### config.mk
export PLATFORM = sky130hd
export DESIGN_NAME = decode_exec_pipe
export DESIGN_NICKNAME = d
export VERILOG_FILES = /design/src/rtl/decode_exec_pipe.sv
export SDC_FILE = /design/constraint.sdc
export NUM_CORES = 1
export LEC_CHECK = 0
export ABC_AREA = 1
export ABC_CLOCK_PERIOD_IN_PS = 2600
export CORE_ASPECT_RATIO = 0.6
export CORE_MARGIN = 2
export CORE_UTILIZATION = 40
export DETAILED_ROUTE_END_ITERATION = 12
export PLACE_DENSITY = 0.87
export SLEW_MARGIN = 10
export SYNTH_ARGS = -nofsm -noshare
export SYNTH_HDL_FRONTEND = slang
export SYNTH_SLANG_ARGS = --single-unit
### constraint.sdc
create_clock -name clk -period 2.6 [get_ports clk]
set_clock_uncertainty 0.15 [all_clocks]
set_input_delay 0.78 -clock clk [delete_from_list [all_inputs] [get_ports clk]]
set_output_delay 0.78 -clock clk [all_outputs]
set_load 0.05 [all_outputs]
### src/rtl/decode_exec_pipe.sv
`default_nettype none
// ============================================================================
// decode_exec_pipe : D->E pipeline register with write-back bypass, load-use
//                    bubble insertion, stall/flush handling and event counters
// Revision: 1.0
// ============================================================================
module decode_exec_pipe #(
  parameter int unsigned DATA_W   = 18,
  parameter int unsigned ADDR_W   = 5,
  parameter int unsigned PC_W     = 9,
  parameter int unsigned NPORTS   = 3,
  parameter int unsigned CTRL_W   = 16,
  parameter int unsigned CNT_W    = 16,
  parameter bit          ZERO_REG = 1'b1
) (
  input  logic                     clk,
  input  logic                     rst,
  input  logic                     valid_d,
  input  logic [CTRL_W-1:0]        ctrl_d,
  input  logic [NPORTS*ADDR_W-1:0] rs_d,
  input  logic [NPORTS-1:0]        rs_en_d,
  input  logic [NPORTS*DATA_W-1:0] rf_data_d,
  input  logic [ADDR_W-1:0]        rd_d,
  input  logic                     load_d,
  input  logic [DATA_W-1:0]        imm_d,
  input  logic [PC_W-1:0]          pc_d,
  input  logic [PC_W-1:0]          pcplus_d,
  input  logic                     regwrite_w,
  input  logic [ADDR_W-1:0]        rd_w,
  input  logic [DATA_W-1:0]        result_w,
  input  logic                     stall_e,
  input  logic                     flush_e,
  output logic                     valid_e,
  output logic [CTRL_W-1:0]        ctrl_e,
  output logic [NPORTS*ADDR_W-1:0] rs_e,
  output logic [NPORTS-1:0]        rs_en_e,
  output logic [NPORTS*DATA_W-1:0] data_e,
  output logic [ADDR_W-1:0]        rd_e,
  output logic                     load_e,
  output logic [DATA_W-1:0]        imm_e,
  output logic [PC_W-1:0]          pc_e,
  output logic [PC_W-1:0]          pcplus_e,
  output logic                     stall_d,
  output logic [CNT_W-1:0]         bubble_cnt,
  output logic [CNT_W-1:0]         flush_cnt
);

  localparam int unsigned c_ops_w = NPORTS * DATA_W;
  localparam int unsigned c_idx_w = NPORTS * ADDR_W;

  // Register 0 is hard-wired when ZERO_REG, so it can never be a producer.
  function automatic logic reg_match(input logic en, input logic [ADDR_W-1:0] a,
                                     input logic [ADDR_W-1:0] b);
    return en && (a == b) && !(ZERO_REG && (a == '0));
  endfunction

  function automatic logic [CNT_W-1:0] sat_inc(input logic [CNT_W-1:0] v);
    return (v == '1) ? v : v + CNT_W'(1);
  endfunction

  logic                 valid_e_q,    valid_e_d;
  logic [CTRL_W-1:0]    ctrl_e_q,     ctrl_e_d;
  logic [c_idx_w-1:0]   rs_e_q,       rs_e_d;
  logic [NPORTS-1:0]    rs_en_e_q,    rs_en_e_d;
  logic [c_ops_w-1:0]   data_e_q,     data_e_d;
  logic [ADDR_W-1:0]    rd_e_q,       rd_e_d;
  logic                 load_e_q,     load_e_d;
  logic [DATA_W-1:0]    imm_e_q,      imm_e_d;
  logic [PC_W-1:0]      pc_e_q,       pc_e_d;
  logic [PC_W-1:0]      pcplus_e_q,   pcplus_e_d;
  logic [CNT_W-1:0]     bubble_cnt_q, bubble_cnt_d;
  logic [CNT_W-1:0]     flush_cnt_q,  flush_cnt_d;

  logic [c_ops_w-1:0]   w_cap_data;
  logic [c_ops_w-1:0]   w_hold_data;
  logic [NPORTS-1:0]    w_lu_port;
  logic                 w_lu;

  generate
    for (genvar i = 0; i < NPORTS; i++) begin : g_port
      assign w_cap_data[i*DATA_W +: DATA_W] =
        reg_match(regwrite_w, rd_w, rs_d[i*ADDR_W +: ADDR_W]) ?
        result_w : rf_data_d[i*DATA_W +: DATA_W];
      assign w_hold_data[i*DATA_W +: DATA_W] =
        reg_match(regwrite_w && rs_en_e_q[i], rd_w, rs_e_q[i*ADDR_W +: ADDR_W]) ?
        result_w : data_e_q[i*DATA_W +: DATA_W];
      assign w_lu_port[i] = reg_match(rs_en_d[i], rd_e_q, rs_d[i*ADDR_W +: ADDR_W]);
    end
  endgenerate

  assign w_lu    = valid_e_q && load_e_q && !flush_e && (|w_lu_port);
  assign stall_d = (valid_d && w_lu) || (stall_e && !flush_e);

  always_comb begin
    valid_e_d    = valid_e_q;
    ctrl_e_d     = ctrl_e_q;
    rs_e_d       = rs_e_q;
    rs_en_e_d    = rs_en_e_q;
    data_e_d     = data_e_q;
    rd_e_d       = rd_e_q;
    load_e_d     = load_e_q;
    imm_e_d      = imm_e_q;
    pc_e_d       = pc_e_q;
    pcplus_e_d   = pcplus_e_q;
    bubble_cnt_d = bubble_cnt_q;
    flush_cnt_d  = flush_cnt_q;

    if (flush_e) begin
      valid_e_d = 1'b0;
      ctrl_e_d  = '0;
      load_e_d  = 1'b0;
      if (valid_e_q) flush_cnt_d = sat_inc(flush_cnt_q);
    end else if (stall_e) begin
      data_e_d = w_hold_data;
    end else if (w_lu && valid_d) begin
      valid_e_d    = 1'b0;
      ctrl_e_d     = '0;
      load_e_d     = 1'b0;
      bubble_cnt_d = sat_inc(bubble_cnt_q);
    end else begin
      valid_e_d  = valid_d;
      ctrl_e_d   = valid_d ? ctrl_d : '0;
      rs_e_d     = rs_d;
      rs_en_e_d  = rs_en_d;
      data_e_d   = w_cap_data;
      rd_e_d     = rd_d;
      load_e_d   = load_d;
      imm_e_d    = imm_d;
      pc_e_d     = pc_d;
      pcplus_e_d = pcplus_d;
    end
  end

  always_ff @(posedge clk) begin
    if (!rst) begin
      valid_e_q    <= 1'b0;
      ctrl_e_q     <= '0;
      rs_e_q       <= '0;
      rs_en_e_q    <= '0;
      data_e_q     <= '0;
      rd_e_q       <= '0;
      load_e_q     <= 1'b0;
      imm_e_q      <= '0;
      pc_e_q       <= '0;
      pcplus_e_q   <= '0;
      bubble_cnt_q <= '0;
      flush_cnt_q  <= '0;
    end else begin
      valid_e_q    <= valid_e_d;
      ctrl_e_q     <= ctrl_e_d;
      rs_e_q       <= rs_e_d;
      rs_en_e_q    <= rs_en_e_d;
      data_e_q     <= data_e_d;
      rd_e_q       <= rd_e_d;
      load_e_q     <= load_e_d;
      imm_e_q      <= imm_e_d;
      pc_e_q       <= pc_e_d;
      pcplus_e_q   <= pcplus_e_d;
      bubble_cnt_q <= bubble_cnt_d;
      flush_cnt_q  <= flush_cnt_d;
    end
  end

  assign valid_e    = valid_e_q;
  assign ctrl_e     = ctrl_e_q;
  assign rs_e       = rs_e_q;
  assign rs_en_e    = rs_en_e_q;
  assign data_e     = data_e_q;
  assign rd_e       = rd_e_q;
  assign load_e     = load_e_q;
  assign imm_e      = imm_e_q;
  assign pc_e       = pc_e_q;
  assign pcplus_e   = pcplus_e_q;
  assign bubble_cnt = bubble_cnt_q;
  assign flush_cnt  = flush_cnt_q;

endmodule
`default_nettype wire

==> impl_metrics.csv <==
group,metric,value,unit
critical_path,crit_chain,"clkdlybuf4s15_2 -> inv_1 -> nand2_1 -> nand2_1 -> nor2_1 -> nand3_1 -> nand3_4 -> nand3_4 -> o21ai_4 -> buf_12",
place,place_hpwl,25100,um
route,first_pass_iters,6,
timing,setup_ws,-138,ps
clocking,numCtsBuffers,17,
floorplan,pin_count,323,
floorplan,rows,40,
outcome,status,"complete, but fails checks",
critical_path,worstPathRequired,1670,ps
final_layout,final_core_util,63.7,%
route,drt_wl_total,33500,um
yosys,synthDistinctLibCells,37,
outcome,violations,"negative setup slack",
final_layout,mostFrequentLayoutCell,"nand2_1",
final_layout,fillCellCount,1856,
yosys,synthCells,1305,
floorplan,core_area,20300,um2
global_routing,grt_pass1_vias,9070,
pwr,ir_worst_vdd,500,uV
global_routing,grt_first_pass_wirelength,49700,um
route,drtIter0Drc,1025,
critical_path,r2r_cells,11,
global_routing,grt_util_all_layers,29.2,%
critical_path,cp_max_fo,3,
critical_path,crit_type,"in2out",
timing,finalMaxSlewViolations,0,
final_layout,finalNetCount,1818,
global_routing,antenna_found_initial,1,
floorplan,initial_utilization,41.3,%
route,wire_per_inst,17.2,um
route,post-route-drc-count,0,
clocking,cts_hold_buf,0,
critical_path,critical_path.max_stage_delay,200,ps
place,globalplace.congestion,0.971,
run,cap_violations,0,
global_routing,grt-ovfl-total,0,
critical_path,worst_path_max_delay_cell,"clkdlybuf4s15_2",
final_layout,drive_gt1_share,11.9,%
final_layout,final_cell_mix,"nand2_1, clkdlybuf4s50_1, nor2_1",
timing,slew_headroom,56.6,%
final_layout,syn_to_final_growth,54.2,%
timing,finalCritPeriodShare,105,%
pwr,power,6930,uW
yosys,syn_area_per_cell,6.41,um2
clocking,clk_pin_slew,70,ps
yosys,syn_area,8370,um2
route,routed_via_density,5.20,
worst_hold_path,whs_path_depth,2,
clocking,clock_path_buffers,2,
place,port_buffers,322,
yosys,yosysSeqAreaShare,39.0,%
critical_path,arrival,1810,ps
yosys,syn-num-nets,1466,
clocking,insertion_delay,430,ps
timing,setup_viol,1,
clocking,cts_tree,"built",
timing,worst_pin_slew,651,ps
route,ant_nets,0,
route,vias,10100,
timing,fmax,0.365,GHz
floorplan,die_y,116,um
clocking,cts-root-buf,"clkbuf_16",
worst_hold_path,min_path_type,"reg2reg",
yosys,ys_ff_latch,163,
pwr,power_density,537,nW/um2
floorplan,die_w,191,um
timing,min_period,2740,ps
global_routing,grt_max_degree,87,
yosys,ys.warnings.count,0,
timing,fin_setup_tns,-138,ps
critical_path,startpoint_type,"input port",
timing,grt_setup_unrepaired,"yes",
critical_path,end_kind,"primary output",
floorplan,dieArea,22100,um2
pwr,leakage,0.00591,uW
timing,finalHoldViolations,0,
clocking,htree_levels,4,
clocking,clkSinkCount,163,
-- report_power, final --
group          switching, uW  internal [uW]  total (uW)
Clock                   1080           1570        2640
Combinational            978            633        1610
Sequential              75.8           2610        2680
-- worst max-delay path, delay by kind of cell --
kind	cells	cell delay (ps)
AOI/OAI and AO/OA	1	80
buffers and inverters	3	390
and+or+nand+nor	6	560
-- cell families after synthesis --
logic type / share of synthesized area, %
AOI/OAI and AO/OA: 7.92
xor gates and xnor gates: 1.57
adders and majority gates: 0.299
buffers and inverters: 9.27
DFF: 39.0
and+or+nand+nor: 42.0
-- worst paths after layout --
| check | startpoint | endpoint | slack [ps] |
|---|---|---|---|
| setup reg to reg | rd_e[2] | pcplus_e[1] | 230 |
| hold / removal | pcplus_e[0] | pcplus_e[0] | 310 |
| setup / recovery | rs_d[13] | stall_d | -140 |
| hold reg to reg | pcplus_e[0] | pcplus_e[0] | 310 |
-- repair_timing --
item | in CTS | in global routing
pin swaps | 15 | 7
setup buffers | 5 | 2
gates resized for setup | 95 | 21
gates cloned | 0 | 0
endpoints found under the setup margin | 49 | 26
-- synthesized netlist by cell type, drive strengths merged --
library cell	n	area share [%]
nand2	433	20
o21bai	1	0.090
nor4	5	0.37
a21oi	95	5.7
o31a	1	0.10
a211oi	1	0.090
buf	38	2.6
nand3	108	7.3
nor2	190	8.7
nor3	11	0.78
nand4	61	4.8
o22ai	8	0.60
dfxtp	163	39
clkbuf	30	1.3
a221oi	1	0.18
and2	1	0.075
clkinv	1	0.045
xor2	10	1.0
ha	2	0.30
inv	117	5.2
xnor2	5	0.52
o21ai	19	1.1
nand3b	4	0.36
-- layer usage --
metal  track usage [%]  share of wire [%]  routed length [um]  vias up
met2              41.1                 41               13900      562
met3              9.66                 12                4060       55
met4              9.25                2.0                 658        0
li1                  -                  -                   -     4869
met1              41.6                 45               14900     4630
met5                 0                  0                   0        -
-- sequential cells by signal, summed over array words and instances, names as in the netlist --
name / count
rs_en_e: 3
valid_e: 1
pcplus_e: 9
rd_e: 5
flush_cnt: 16
imm_e: 18
rs_e: 15
pc_e: 9
load_e: 1
bubble_cnt: 16
ctrl_e: 16
data_e: 54
-- metrics by stage --
step	cells	setup WS (ps)	hold WS [ps]	instance area [um2]
floorplan	1305	0.375	526	8400
CTS	1941	-122	313	12900
global route	1943	-211	336	12900
global placement	1904	-505	291	12300
finish	1944	-138	313	12900
detailed placement	1904	-523	303	12300
-- area by class of cell --
cell class	count	area, um2	share of cell area, %
repair buffers	401	3860	29.9
flip-flops and latches	163	3280	25.4
well taps	273	342	2.65
multi-input cells	956	4360	33.8
diodes	1	2.50	0.0194
clock buffers	20	457	3.54
inverters	118	455	3.53
clock inverters	12	154	1.19
Note: power is estimated with default switching activity, not from simulation.
